==> config.mk <==
export PLATFORM = sky130hd
export DESIGN_NAME = pong_match_ctrl
export DESIGN_NICKNAME = d
export VERILOG_FILES = /design/src/rtl/pong_match_ctrl.sv
export SDC_FILE = /design/constraint.sdc
export NUM_CORES = 1
export LEC_CHECK = 0
export BUFFER_PORTS_ARGS = -buffer_cell sky130_fd_sc_hd__buf_2
export CORE_ASPECT_RATIO = 0.75
export CORE_MARGIN = 2
export CORE_UTILIZATION = 50
export DETAILED_ROUTE_END_ITERATION = 8
export HOLD_SLACK_MARGIN = 0.12
export PLACE_DENSITY_LB_ADDON = 0.2
export SKIP_LAST_GASP = 1
export SYNTH_ARGS = -nofsm -noshare
export SYNTH_HDL_FRONTEND = slang
export SYNTH_SLANG_ARGS = --single-unit
==> constraint.sdc <==
create_clock -name clk_0 -period 2.8 [get_ports clk_0]
set_clock_uncertainty 0.15 [all_clocks]
set_input_delay 0.42 -clock clk_0 [delete_from_list [all_inputs] [get_ports clk_0]]
set_output_delay 0.42 -clock clk_0 [all_outputs]
set_load 0.005 [all_outputs]
==> src/rtl/pong_match_ctrl.sv <==
// pong_match_ctrl: match sequencing for a two-player pong game.
// Button inputs are synchronised and edge-detected, then an FSM steps
// through IDLE -> SERVE -> PLAY -> GAMEOVER and keeps the score.
// Optional feature macro: PONG_PAUSE_EN (pause button toggles PLAY/PAUSE).
//
// state    | code | meaning
// IDLE     | 0    | waiting for start, scores held at 0
// SERVE    | 1    | ball recentred, countdown before play
// PLAY     | 2    | ball and paddles moving, goals scored
// GAMEOVER | 3    | match won, scores and winner held
// PAUSE    | 4    | play frozen (only with PONG_PAUSE_EN)

// Two-flop synchroniser plus falling-edge detector for an active-low button.
// A button already held low when reset releases is not reported until it has
// been seen high at least once.
module pong_btn_edge (
    input  logic clk_0,
    input  logic rst,
    input  logic pin_n,
    output logic press
);
    logic s1, s2, s3;
    logic v1, v2, armed;

    // Synchroniser, edge history and arming once real high data has been seen.
    always_ff @(posedge clk_0) begin
        if (!rst) begin
            s1    <= 1'b1;
            s2    <= 1'b1;
            s3    <= 1'b1;
            v1    <= 1'b0;
            v2    <= 1'b0;
            armed <= 1'b0;
        end else begin
            s1    <= pin_n;
            s2    <= s1;
            s3    <= s2;
            v1    <= 1'b1;
            v2    <= v1;
            armed <= armed | (v2 & s2);
        end
    end

    assign press = armed & s3 & ~s2;
endmodule

module pong_match_ctrl #(
    parameter int WIN_SCORE         = 7,
    parameter int SERVE_DELAY_TICKS = 25_175_000
) (
    input  logic       clk_0,
    input  logic       rst,
    input  logic       start_n,
    input  logic       pause_n,
    input  logic       goal_l,
    input  logic       goal_r,
    output logic       run,
    output logic       serve,
    output logic       serve_dir,
    output logic [3:0] score_p1,
    output logic [3:0] score_p2,
    output logic [1:0] winner,
    output logic [2:0] state
);
    typedef enum logic [2:0] {
        IDLE     = 3'd0,
        SERVE    = 3'd1,
        PLAY     = 3'd2,
        GAMEOVER = 3'd3,
        PAUSE    = 3'd4
    } state_t;

    localparam logic [3:0]  WIN  = WIN_SCORE[3:0];
    localparam logic [24:0] LOAD = 25'(SERVE_DELAY_TICKS - 1);

    state_t      state_q, state_d;
    logic [24:0] cnt_q, cnt_d;
    logic [3:0]  p1_d, p2_d, p1_inc, p2_inc;
    logic [1:0]  winner_d;
    logic        dir_d, serve_d, run_d;
    logic        start_press, pause_press;

    pong_btn_edge u_start (
        .clk_0 (clk_0),
        .rst   (rst),
        .pin_n (start_n),
        .press (start_press)
    );

`ifdef PONG_PAUSE_EN
    pong_btn_edge u_pause (
        .clk_0 (clk_0),
        .rst   (rst),
        .pin_n (pause_n),
        .press (pause_press)
    );
`else
    wire unused_pause_n = pause_n;
    assign pause_press = 1'b0;
`endif

    assign p1_inc = score_p1 + 4'd1;
    assign p2_inc = score_p2 + 4'd1;

    // Next-state and next-output decode.
    always_comb begin
        state_d  = state_q;
        cnt_d    = cnt_q;
        p1_d     = score_p1;
        p2_d     = score_p2;
        winner_d = winner;
        dir_d    = serve_dir;
        serve_d  = 1'b0;
        case (state_q)
            IDLE: begin
                p1_d     = 4'd0;
                p2_d     = 4'd0;
                winner_d = 2'b00;
                if (start_press) begin
                    state_d = SERVE;
                    serve_d = 1'b1;
                    cnt_d   = LOAD;
                end
            end
            SERVE: begin
                if (cnt_q == '0) state_d = PLAY;
                else             cnt_d   = cnt_q - 25'd1;
            end
            PLAY: begin
                if (goal_l && goal_r) begin
                    state_d = SERVE;
                    serve_d = 1'b1;
                    cnt_d   = LOAD;
                end else if (goal_l) begin
                    p2_d  = p2_inc;
                    dir_d = 1'b0;
                    if (p2_inc == WIN) begin
                        state_d  = GAMEOVER;
                        winner_d = 2'b10;
                    end else begin
                        state_d = SERVE;
                        serve_d = 1'b1;
                        cnt_d   = LOAD;
                    end
                end else if (goal_r) begin
                    p1_d  = p1_inc;
                    dir_d = 1'b1;
                    if (p1_inc == WIN) begin
                        state_d  = GAMEOVER;
                        winner_d = 2'b01;
                    end else begin
                        state_d = SERVE;
                        serve_d = 1'b1;
                        cnt_d   = LOAD;
                    end
                end else if (pause_press) begin
                    state_d = PAUSE;
                end
            end
            GAMEOVER: begin
                if (start_press) begin
                    p1_d     = 4'd0;
                    p2_d     = 4'd0;
                    winner_d = 2'b00;
                    dir_d    = 1'b0;
                    state_d  = SERVE;
                    serve_d  = 1'b1;
                    cnt_d    = LOAD;
                end
            end
`ifdef PONG_PAUSE_EN
            PAUSE: begin
                if (pause_press) state_d = PLAY;
            end
`endif
            default: state_d = IDLE;
        endcase
        run_d = (state_d == PLAY);
    end

    // State and registered outputs; reset wins over every event.
    always_ff @(posedge clk_0) begin
        if (!rst) begin
            state_q   <= IDLE;
            cnt_q     <= '0;
            score_p1  <= 4'd0;
            score_p2  <= 4'd0;
            winner    <= 2'b00;
            serve_dir <= 1'b0;
            serve     <= 1'b0;
            run       <= 1'b0;
        end else begin
            state_q   <= state_d;
            cnt_q     <= cnt_d;
            score_p1  <= p1_d;
            score_p2  <= p2_d;
            winner    <= winner_d;
            serve_dir <= dir_d;
            serve     <= serve_d;
            run       <= run_d;
        end
    end

    assign state = state_q;
endmodule

* Yosys cells after proc, flatten, opt, wreduce, memory -nomap -nowiden
Index checks and enable logic that the tools add are counted.
** Cells by class
- Reductions and logical operators :: 12
- Bitwise logic cells :: 5
- Mux-type cells :: 44
- $add $sub $neg :: 3
- Equality and inequality tests :: 19
** Operators by type and width (count)
- 2-to-1 mux 25 bit :: 7
- one-hot mux 25 bit (3 select lines) :: 1
- zero test 25 bit :: 1
- subtractor 25 x 1 -> 25 bit (second input constant) :: 1
- 2-to-1 mux 4 bit :: 6
- one-hot mux 4 bit (3 select lines) :: 2
- 2-to-1 mux 2 bit :: 8
- 2-to-1 mux 3 bit :: 5
- != test 2 bit (second input constant) :: 6
- != test 4 bit (second input constant) :: 3
- AND reduction 6 bit :: 2
- 2-to-1 mux 1 bit :: 11
- == test 3 x 2 -> 1 bit (second input constant) :: 3
- != test 3 bit (second input constant) :: 3
- one-hot mux 3 bit (3 select lines) :: 1
- adder 4 x 1 -> 4 bit (second input constant) :: 2
- == test 4 x 3 -> 1 bit (second input constant) :: 2
- AND reduction 4 bit :: 2
- one-hot mux 2 bit (3 select lines) :: 1
- nonzero test 3 bit :: 2
- AND reduction 5 bit :: 1
- one-hot mux 1 bit (2 select lines) :: 2
- AND 1 bit :: 3
- == test 3 x 1 -> 1 bit (second input constant) :: 1
- 7 further kinds :: 7
** Word-level totals
- Register bits :: 47
- Bits of input ports :: 6
- Output and inout port bits :: 16

* Depth between registers and ports, before layout
- Word-level depth :: 8
- Mapped depth :: 10
- Mapped depth without buffers :: 9

* By module
Synthesis repeated with hierarchy kept, for this count alone.
** Second synthesis, totals
- Cells, all modules :: 287
- Area, all modules :: 2399.8 um2
** By module, submodules not included
- pong_match_ctrl :: sequential area each 820.8 um2, instances 1, cells an instance 273, area an instance 2234.6 um2
- pong_btn_edge :: sequential area each 120.1 um2, instances 1, cells an instance 14, area an instance 165.2 um2

* Worst setup path before layout
No wires, ideal clock.
- Kind :: register to register
- Start :: reg cnt_q[8]
- End :: reg cnt_q[23]
- Slack :: 0.354 ns
- Data arrival time :: 2.182 ns
- Setup time :: 0.114 ns
- Stages on the path, launching flop included :: 8
- Path buffers :: 0
- Clock period less this slack :: 2.446 ns
- Cells stage by stage :: dfxtp_1 or4_4 or3_4 nand2b_4 or3_1 nor4_2 xor2_1 a21o_1
** Between the ends
- Word-level cells in the longest chain between the ends :: 3
** Ends and longest elaborated chain
- start: declaration :: RTL line 77 : logic [24:0] cnt_q, cnt_d;
- start signal: assignment :: RTL line 194 : cnt_q <= cnt_d;
- subtractor 25 x 1 -> 25 bit / zero test 25 bit (equally long branches) :: RTL line 127, 126
- 2-to-1 mux 25 bit / != test 2 bit (equally long branches)
- one-hot mux 25 bit (3 select lines) / AND reduction 6 bit (equally long branches)
Parallel ways exist; a longest one is shown, timed or not. The select of a mux whose other input is x is not followed.
A chain may end at the register's enable or synchronous reset.

* Worst setup path after layout
Same ends and word-level chain as after synthesis.

==> summary.txt <==
Critical path
  – Critical Path RT: about 2800 ps
  – Slowest stage delay, CP: 580 ps
  – CP Max Fanout: 7
  – Worst path slowest cell: or4_4
  – Cells along the critical path: or4_4 -> or3_4 -> nand2b_4 -> or3_1 -> nor4_2 -> xor2_1 -> a21o_1
  – Worst setup path class: reg -> reg
  – Critical path endpoint category: register
  – Critical Path Start Type: register
  – Critical Path AT: 2600 ps

Global route
  – Largest net degree at the start of global routing: 34
  – GRT Residual Overflow: 0
  – Initial antenna violation count: 0
  – Vias in the first global route: 1764
  – Tot GR Track Use: 0.186
  – First-pass GRT wire length: between 8000 and 9000 um

STA
  – Total Neg Setup Slack: 0 ps
  – Tcrit/Tclk final: 0.915
  – Max Fclk: 0.390 GHz
  – Max Slew Vio Count: 0
  – Fin crit period: 2560 ps
  – Worst slew margin: 0.609
  – Slew @ Worst Pin: 582 ps
  – Final Hold Viols: 0
  – Setup-failing EPs final: 0
  – RSZ-0062 raised after global routing: no
  – Fin Hold WS: between 150 and 200 ps

Finish
  – Most common cell after layout, fill and taps aside: dfxtp_1
  – Net count reported at finish: 323
  – Antenna cells: 0
  – Commonest non-fill, non-tap cells in the layout: dfxtp_1 (45), nor2_1 (33), nand2_1 (23)
  – Area delta synth->final: 10.5%
  – Share of layout cells above drive strength 1: 0.179
  – Design area: around 0.0027 mm2
  – Post-layout util: 0.587

Route
  – WL final: ~4800 um
  – Vias/cell: 5.47
  – Drc violations: 0
  – DRT Pass-1 Iters: 4
  – DR WL/cell: 12.9 um
  – Antenna Nets Post-Route: 0
  – Routed vias: 2023
  – Starting DRT DRC Count: 117

Die
  – Core box area: 0.00457 mm2
  – Io pins: 22
  – Die area: 0.00544 mm2
  – Initial Util: 0.531
  – Die width: between 80 and 90 um
  – Core Rows: 21
  – DIE HEIGHT: 64.4 um

Synth
  – Flops & latches, synth: 47
  – Post-synth EDFFs: 0
  – Synth warn: 0
  – Commonest register cell after synthesis: dfxtp_1
  – Post-synth design cell area: 0.00243 mm2
  – Synth cell types: 53
  – Post-synthesis sequential area ratio: 0.387
  – Cells after synthesis: 288
  – Async SR Flop Fraction: 0
  – Syn_area_per_cell: 8.44 um2
  – Net count after synthesis: 299

Placed design
  – HPWL after detailed placement: 3390 um
  – Area after DPL: 0.00259 mm2
  – Routability cong.: 0.815
  – Port bufs: 20

Pwr
  – Worst IR Drop VDD: 0.000271 V
  – Leak: 1.15 nW
  – Power Density: 445 mW/mm2
  – Pwr Total: 0.00120 W

Worst hold path
  – Worst hold path type: in -> reg

CTS
  – CTS Root Cell: clkbuf_8
  – Clock latency on the worst-skew pair: between 200 and 300 ps
  – CTS Sinks: 47
  – Clock slew at reported path FFs: roughly 80 ps
  – Clock tree buffer depth: 2
  – CTS H-tree depth: 2
  – Num CTS Buffers: 5
  – CTS Hold Buffers Added: 0
  – CTS tree: built

Flow run
  – Max_cap viols: 0

Outcome
  – Status: complete, no violations
## layer usage
layer / vias up / share of wire / track usage
li1: 1064 / - / -
met1: 927 / 0.55 / 0.283
met2: 30 / 0.41 / 0.264
met3: 2 / 0.039 / 0.0426
met4: 0 / 0.0044 / 0.0476
met5: - / 0 / 0
## where the power goes
| group | internal (W) | switching (W) | leakage, nW | total [W] |
|---|---|---|---|---|
| clock network | 0.000175 | 0.000217 | 0.0412 | 0.000392 |
| logic | 0.0000501 | 0.0000674 | 0.725 | 0.000117 |
| registers | 0.000678 | 0.00000778 | 0.382 | 0.000686 |
## cell usage after synthesis, drive strengths merged (4+ instances only)
cell,number,area (um2)
dfxtp,47,941
nor2,33,124
nand2,24,90.1
o21ai,15,75.1
xnor2,14,123
a21oi,13,65.1
nand2b,12,82.6
nor3,11,55.1
nor4,11,75.1
nand3,9,45.0
and2,7,43.8
buf,7,53.8
a21boi,6,45.0
clkbuf,6,32.5
inv,6,22.5
nor2b,6,37.5
or3,6,45.0
ha,5,62.6
a21o,4,30.0
o31ai,4,30.0
xor2,4,35.0
## worst paths after layout
check,from,end,slack (ps),cells after the start
setup / recovery,cnt_q[8],cnt_q[23],240,7
hold / removal,start_n,u_start.s1,160,2
setup reg to reg,cnt_q[8],cnt_q[23],240,7
hold reg to reg,u_start.s1,u_start.s2,270,1
## critical path, delay by kind of cell (launching register included)
kind | cells | cell delay, ps
compound gates | 1 | 190
flops | 1 | 370
xor+xnor | 1 | 100
simple gates | 5 | 1660
## sequential cells by signal (all words and copies together) (netlist names)
| name | cells |
|---|---|
| u_start.s1 | 1 |
| cnt_q | 25 |
| u_start.v1 | 1 |
| serve_dir | 1 |
| serve | 1 |
| u_start.s2 | 1 |
| state | 3 |
| score_p1 | 4 |
| u_start.v2 | 1 |
| u_start.armed | 1 |
| winner | 2 |
| run | 1 |
| u_start.s3 | 1 |
| score_p2 | 4 |
## cell families (layout without fill, tap and decap cells)
kind of cell / Yosys count / in the layout / share of synthesized area
DFF: 47 / 47 / 0.387
AOI/OAI and AO/OA: 59 / 59 / 0.161
adders and majority gates: 5 / 5 / 0.0257
other: 1 / 1 / 0.00154
xor gates and xnor gates: 18 / 18 / 0.0649
buffers and inverters: 19 / 44 / 0.0448
and+or+nand+nor: 139 / 139 / 0.315
## final cells by class
type                       count  area, um2
timing repair buffer          30        175
clock buffer                   6       72.6
fill                         430       1890
clock inverter                 2       12.5
sequential                    47        943
inverter                       6       22.5
tap                           57       71.3
multi-input combinational    222       1390
## metrics by stage
step                setup WS [ps]  instances
detailed placement           55.3        362
floorplan                     354        288
finish                        238        370
global placement             98.4        362
global route                 37.3        370
CTS                          19.3        370
## timing repair
action / 4_1_cts / 5_1_grt
endpoints found under the setup margin: 0 / 14
setup buffers: 0 / 0
gates resized for setup: 0 / 4
Note: power is estimated with default switching activity, not from simulation.
